===== src/rtl/npc_exec_sequencer.sv =====
// npc_exec_sequencer: multi-cycle fetch/decode/execute/memory/writeback control FSM for the NPC core.
//
// Build option: define SEQ_PERF_CNT_EN to add the cycle_cnt/retire_cnt counters.
// When it is left undefined, both counter outputs are tied to 0.
//
// Ports
//    clk, rst_n                               clock and asynchronous active-low reset
//    ifu_req_valid/ready, ifu_rsp_valid/inst  instruction fetch handshake
//    inst_q                                   latched instruction for the decoder LUT
//    micro_cmd, lut_hit, is_ebreak            decoder results for inst_q
//    micro_q                                  micro command latched in DECODE
//    lsu_req_valid/ready/we, lsu_rsp_valid    load/store handshake
//    rf_we, pc_we                             one-cycle writeback strobes
//    halted, halt_code                        sticky halt (0 ebreak, 1 illegal, 2 bus timeout)
//    cycle_cnt, retire_cnt                    performance counters (build option)
//
// micro_q layout: {REGEN,PCJEN,PCREN,MWEN[1:0],MREN[1:0],ALUOP[2:0],UNSIGN,IMM_TYPE[2:0]}
module npc_exec_sequencer #(
   parameter int INST_W    = 32,
   parameter int MICRO_LEN = 14,
   parameter int TIMEOUT_W = 8,
   parameter int CNT_W     = 32
) (
   input  logic                 clk,
   input  logic                 rst_n,
   output logic                 ifu_req_valid,
   input  logic                 ifu_req_ready,
   input  logic                 ifu_rsp_valid,
   input  logic [INST_W-1:0]    ifu_rsp_inst,
   output logic [INST_W-1:0]    inst_q,
   input  logic [MICRO_LEN-1:0] micro_cmd,
   input  logic                 lut_hit,
   input  logic                 is_ebreak,
   output logic [MICRO_LEN-1:0] micro_q,
   output logic                 lsu_req_valid,
   input  logic                 lsu_req_ready,
   output logic                 lsu_req_we,
   input  logic                 lsu_rsp_valid,
   output logic                 rf_we,
   output logic                 pc_we,
   output logic                 halted,
   output logic [1:0]           halt_code,
   output logic [CNT_W-1:0]     cycle_cnt,
   output logic [CNT_W-1:0]     retire_cnt
);
   typedef enum logic [3:0] {
      S_IDLE, S_FETCH_REQ, S_FETCH_WAIT, S_DECODE, S_EXEC,
      S_MEM_REQ, S_MEM_WAIT, S_WB, S_HALT
   } state_e;

   localparam logic [TIMEOUT_W-1:0] WD_MAX = {TIMEOUT_W{1'b1}};

   state_e                 state_q, state_d;
   logic [INST_W-1:0]      inst_d;
   logic [MICRO_LEN-1:0]   micro_d;
   logic [1:0]             code_q, code_d;
   logic [TIMEOUT_W-1:0]   wdog_q, wdog_d;
   logic                   wdog_run, timeout, mem_op;

   assign wdog_run = state_q inside {S_FETCH_REQ, S_FETCH_WAIT, S_MEM_REQ, S_MEM_WAIT};
   // The cycle that would bring the watchdog to its limit is the last one allowed to wait.
   assign timeout  = wdog_run && (wdog_q == WD_MAX - 1'b1);
   assign mem_op   = |micro_q[10:7];

   always_ff @(posedge clk or negedge rst_n) begin
      if (!rst_n) begin
         state_q <= S_IDLE;
         inst_q  <= '0;
         micro_q <= '0;
         code_q  <= '0;
         wdog_q  <= '0;
      end else begin
         state_q <= state_d;
         inst_q  <= inst_d;
         micro_q <= micro_d;
         code_q  <= code_d;
         wdog_q  <= wdog_d;
      end
   end

   always_comb begin
      state_d = state_q;
      inst_d  = inst_q;
      micro_d = micro_q;
      code_d  = code_q;
      wdog_d  = (wdog_run && wdog_q != WD_MAX) ? wdog_q + 1'b1 : wdog_q;
      // Handshakes are tested before the timeout so a response on the last cycle still wins.
      case (state_q)
         S_IDLE: begin
            state_d = S_FETCH_REQ;
            wdog_d  = '0;
         end
         S_FETCH_REQ: begin
            if (ifu_req_ready) state_d = S_FETCH_WAIT;
            else if (timeout) begin
               state_d = S_HALT;
               code_d  = 2'd2;
            end
         end
         S_FETCH_WAIT: begin
            if (ifu_rsp_valid) begin
               state_d = S_DECODE;
               inst_d  = ifu_rsp_inst;
            end else if (timeout) begin
               state_d = S_HALT;
               code_d  = 2'd2;
            end
         end
         S_DECODE: begin
            if (!lut_hit) begin
               state_d = S_HALT;
               code_d  = 2'd1;
            end else if (is_ebreak) begin
               state_d = S_HALT;
               code_d  = 2'd0;
            end else begin
               state_d = S_EXEC;
               micro_d = micro_cmd;
            end
         end
         S_EXEC: begin
            state_d = mem_op ? S_MEM_REQ : S_WB;
            wdog_d  = '0;
         end
         S_MEM_REQ: begin
            if (lsu_req_ready) state_d = S_MEM_WAIT;
            else if (timeout) begin
               state_d = S_HALT;
               code_d  = 2'd2;
            end
         end
         S_MEM_WAIT: begin
            if (lsu_rsp_valid) state_d = S_WB;
            else if (timeout) begin
               state_d = S_HALT;
               code_d  = 2'd2;
            end
         end
         S_WB: begin
            state_d = S_FETCH_REQ;
            wdog_d  = '0;
         end
         default: state_d = S_HALT;
      endcase
   end

   assign ifu_req_valid = state_q == S_FETCH_REQ;
   assign lsu_req_valid = state_q == S_MEM_REQ;
   assign lsu_req_we    = lsu_req_valid && |micro_q[10:9];
   assign pc_we         = state_q == S_WB;
   assign rf_we         = pc_we && micro_q[MICRO_LEN-1];
   assign halted        = state_q == S_HALT;
   assign halt_code     = code_q;

`ifdef SEQ_PERF_CNT_EN
   logic [CNT_W-1:0] cyc_q, ret_q;

   always_ff @(posedge clk or negedge rst_n) begin
      if (!rst_n) begin
         cyc_q <= '0;
         ret_q <= '0;
      end else begin
         if (!halted) cyc_q <= cyc_q + 1'b1;
         if (pc_we) ret_q <= ret_q + 1'b1;
      end
   end

   assign cycle_cnt  = cyc_q;
   assign retire_cnt = ret_q;
`else
   assign cycle_cnt  = '0;
   assign retire_cnt = '0;
`endif
endmodule


===== config.mk =====
export PLATFORM = sky130hd
export DESIGN_NAME = npc_exec_sequencer
export DESIGN_NICKNAME = d
export VERILOG_FILES = /design/src/rtl/npc_exec_sequencer.sv
export SDC_FILE = /design/constraint.sdc
export NUM_CORES = 1
export LEC_CHECK = 0
export ABC_AREA = 1
export CORE_UTILIZATION = 36
export DETAILED_ROUTE_END_ITERATION = 8
export PLACE_DENSITY = 0.84
export SLEW_MARGIN = 0
export SYNTH_ARGS = -nofsm -noshare
export SYNTH_HDL_FRONTEND = slang
export SYNTH_SLANG_ARGS = --single-unit

===== constraint.sdc =====
create_clock -name clk -period 1.4 [get_ports clk]
set_input_delay 0.28 -clock clk [delete_from_list [all_inputs] [get_ports clk]]
set_output_delay 0.28 -clock clk [all_outputs]
set_load 0.05 [all_outputs]

# [Word level (Yosys, flattened, before mapping)]
# Cells that the tools add are included.
[word_totals] output_inout_bits=118 rom_bits=0 regBits=60 latchBits=0 n_memories=0 inputBits=54 ramBits=0
[op_classes] n_eq_ne=15 n_mul=0 mux=19 bitwise_logic=1 div_mod_pow=0 order_cmp=0 n_addsub=1 shifts=0 reduce_logical=15
[op_table] cell="$mux 4" count=7
[op_table] cell="$pmux 4 s7" count=1
[op_table] cell="$eq 4x3->1 const B" count=4
[op_table] cell="$mux 2" count=8
[op_table] cell="$mux 8" count=2
[op_table] cell="$pmux 2 s5" count=1
[op_table] cell="$add 8x1->8 const B" count=1
[op_table] cell="$eq 4x2->1 const B" count=2
[op_table] cell="$eq 8x8->1 const B" count=1
[op_table] cell="$ne 2x2->1 const B" count=4
[op_table] cell="$ne 8x8->1 const B" count=1
[op_table] cell="$reduce_and 6->1" count=1
[op_table] cell="$reduce_bool 5->1" count=1
[op_table] cell="$eq 4x1->1 const B" count=1
[op_table] cell="$eq 4x4->1 const B" count=1
[op_table] cell="$logic_and 1x1->1" count=4
[op_table] cell="$logic_not 4->1" count=1
[op_table] cell="$reduce_bool 4->1" count=1
[op_table] cell="$reduce_or 2->1" count=2
[op_table] cell="$reduce_or 4->1" count=1
[op_table] cell="$ne 3x3->1 const B" count=1
[op_table] cell="$reduce_and 3->1" count=1
[op_table] cell="$reduce_or 3->1" count=1
[op_table] cell="$reduce_and 2->1" count=1
[op_table] cell="other kinds (2)" count=2

# [Depth between registers and ports, before layout]
[logic_depth] depth_word=6 mapped_depth=10

# [Worst setup path after synthesis]
# No wires, ideal clock.
[synth_path] path_kind="flip-flop to output port" from="reg state_q[3]" to="out rf_we" slack_ns=-0.815 required_ns=1.120 t_arrival_ns=1.935 stages_incl_launch_ff=6 cell_sequence="dfrtp_1 > inv_2 > nand2_1 > nor2_2 > inv_1 > nor2_1"
[synth_between] elab_chain_len=2
[synth_rtl] item="from (decl)" line="53" text="state_e state_q, state_d;"
[synth_rtl] item="from (signal assigned)" line="73" text="state_q <= state_d;"
[synth_rtl] item="$eq 4x3->1" line="150" text="assign pc_we = state_q == S_WB;"
[synth_rtl] item="via pc_we" line="40" text="output logic pc_we,"
[synth_rtl] item="$logic_and 1x1->1" line="151" text="assign rf_we = pc_we && micro_q[MICRO_LEN-1];"
[synth_rtl] item="to (decl)" line="39" text="output logic rf_we,"
# The timed path passes the listed nets, and every way through them passes these cells.

# [Final worst setup path]
[layout_path] from="reg state_q[0]" to="out lsu_req_we"
[layout_between] elab_chain_len=2
[layout_rtl] item="$eq 4x3->1" line="148" text="assign lsu_req_valid = state_q == S_MEM_REQ;"
[layout_rtl] item="$logic_and 1x1->1" line="149" text="assign lsu_req_we = lsu_req_valid && |micro_q[10:9];"
[layout_rtl] item="to (decl)" line="37" text="output logic lsu_req_we,"
# No other way between the ends.

==> run summary <==
Critical Path RT -> 1.12 ns
Max clock buf depth -> 2
Clock Tree Root -> clkbuf_8
CTS sink count -> 60
failing checks -> setup timing
Synth top area share -> 47.0%
Via Count -> 3294
H-Tree Depth -> 3
cell count after synthesis -> 408
mux contribution to synthesized area -> 0%
yosys warns -> 0
Worst path max stage delay -> 0.45 ns
gpl congestion -> 0.886
end point of the critical path -> lsu_req_we
Netlist Area Pre-Place -> 3200 sq um
Final Hold Vio Count -> 0
Synth Area in Compound Gates -> 3.48%
most used cell along the critical path -> nor2_4
Chip Width -> 96.2 um
min setup slack post-route -> -0.305 ns
Synth Area in Adders -> 0.783%
cells on worst reg2reg path -> 9
Hold Worst Slack -> 0.394 ns
vias in the first global route -> 3199
gr usage total -> 22.3%
CTS tree -> yes
largest net degree at the start of global routing -> 26
commonest cells after routing, fill and taps aside -> 137 x nand2_1, 64 x conb_1, 60 x buf_12
Yosys top cell by area -> dfrtp_1
CP arrival -> 1.42 ns
Tmin final -> 1.70 ns
Critical Path Start -> state_q[0]
Area Growth Syn to Fin -> 80.2%
Crit Path Class -> reg -> out
Core ar. -> 8680 sq um
fin crit share -> 122%
max-cap viol count -> 0
drt initial violations -> 259
Reg-to-Reg Start -> state_q[2]
first-pass GRT wire length -> 15400 um
Die Y-Extent -> 96.2 um
sequential element share of the synthesized area -> 47.0%
RSZ-0062 raised after global routing -> yes
DRC -> 0
ANT nets after route -> 0
I/O Buffers -> 107
Avg Cell Area, Syn -> 7.84 sq um
initial antenna violation count -> 0
Remaining Overflow, GRT -> 0
Critical Path Fanout Max -> 4
Num CTS Buffers -> 9
WL/cell -> 15.7 um
power per cell area -> 679 nW/um^2
reg2reg end -> state_q[3]
final core occ -> 66.4%
max-slew violation count -> 0
worst-skew pair later-pin latency -> 0.34 ns
pre-CTS WS -> -0.0880 ns
commonest non-fill, non-tap cell in the layout -> nand2_1
outcome -> finished, violations left
Final nets -> 628
Worst setup SP type -> register
Setup Viol. Count Final -> 66
WL final -> 10700 um
reg2reg setup slack -> -0.22 ns
area share of xor/xnor cells in the synthesized design -> 0%
hold crit path type -> in -> async
Final Skew -> 0.0111 ns
# IOs -> 172
Core Rows -> 34
CP Capture Type -> primary output
Detailed Place HPWL -> 6240 um
main combinational cell family by area after synthesis -> simple AND/OR/NAND/NOR gates
Slowest cell on crit path -> dfrtp_2
die footprint -> 9260 sq um
Antenna diodes -> 0
post-synth cell types -> 22
f_max -> 0.587 GHz
critical path cell sequence -> inv_4, nor2_4, nand2_4, nor2_4, buf_12
clock-pin slew on the worst setup and hold paths -> 0.07 ns
Leakage -> 2.94 nW
Post-Synth Simple-Gate Area -> 28.8%
vias per inst -> 4.82
largest cells by area after synthesis -> dfrtp_1 47%, nand2_1 19%, buf_4 16%, nand3_1 3.8%, nor2_1 2.9%
Initial Util -> 36.8%
Seq cells post-synth -> 60
Max VDD drop -> 619 uV
iteration count of the initial detailed-routing pass -> 6
share of layout cells above drive strength 1 -> 33.7%
## synth_stat cells (all sizes together)
cell	count
nor2	28
inv	28
a21oi	3
nor3	2
buf	69
o21ai	14
conb	1
clkbuf	4
nand4	5
nand3	25
ha	2
o21bai	2
dfrtp	60
nand2	165
## what timing repair did
action                                  in CTS  in global routing
setup buffers                               14                 14
hold buffers                                 1                  0
resized for setup                           50                 54
cloned                                       5                  0
pin swaps                                   15                 14
endpoints found under the setup margin      31                 65
endpoints found under the hold margin       13                  0
## worst min-delay path by stage
stage / slack [ns] / start / to
2_1_floorplan: -0.02 / rst_n / halt_code[0]
3_3_place_gp: 0.22 / rst_n / inst_q[4]
3_5_place_dp: 0.22 / rst_n / inst_q[4]
4_1_cts: 0.39 / rst_n / inst_q[4]
5_1_grt: 0.42 / rst_n / micro_q[7]
6_report: 0.39 / rst_n / micro_q[6]
## critical path, delay by kind of cell, from the launching register on
family | cells | cell delay [ns]
buf+inv | 2 | 0.20
simple gates | 3 | 0.42
flops | 1 | 0.45
## per-layer routing
layer | part of all wire (%) | routed length, um | track usage, %
met1 | 36 | 3840 | 24.4
met3 | 9.3 | 995 | 8.21
met2 | 51 | 5510 | 38.1
met5 | 0 | 0 | 0
met4 | 3.7 | 399 | 10.3
## report_power, final
part / total [mW] / internal, mW / switching, mW
clock: 1.58 / 0.858 / 0.725
sequential: 1.73 / 1.73 / 0
combinational: 0.595 / 0.144 / 0.451
## state kept, by name, indices dropped and copies added (netlist names)
register and flops:
wdog_q 8, halt_code 2, state_q 4, inst_q 32, micro_q 14
## kinds of logic after synthesis
| kind of cell | Yosys count |
|---|---|
| AO/OA/AOI/OAI | 19 |
| adder cells (fa/ha/maj) | 2 |
| buffers and inverters | 101 |
| flip-flops | 60 |
| other | 1 |
| AND/OR/NAND/NOR | 225 |
## area by class of cell
| cell class | instances | area, sq um |
|---|---|---|
| timing repair buffer | 162 | 2230 |
| fill | 568 | 2920 |
| multi-input combinational | 311 | 1570 |
| clock buffer | 11 | 141 |
| clock inverter | 4 | 50.0 |
| sequential | 60 | 1510 |
| inverter | 28 | 128 |
| tap | 108 | 135 |
## per-stage QoR
| step | area [sq um] | std cells | setup TNS (ns) | power [mW] |
|---|---|---|---|---|
| after detailed placement | 4890 | 637 | -1.80 | 2.35 |
| after global placement | 4890 | 637 | -0.335 | 2.34 |
| final | 5760 | 684 | -9.28 | 3.91 |
| after CTS | 5480 | 672 | -4.32 | 3.89 |
| after global routing | 5760 | 684 | -12.58 | 4.04 |
| after floorplan | 3460 | 471 | -0.604 | 2.29 |
Power figures use the tool's default switching activity.
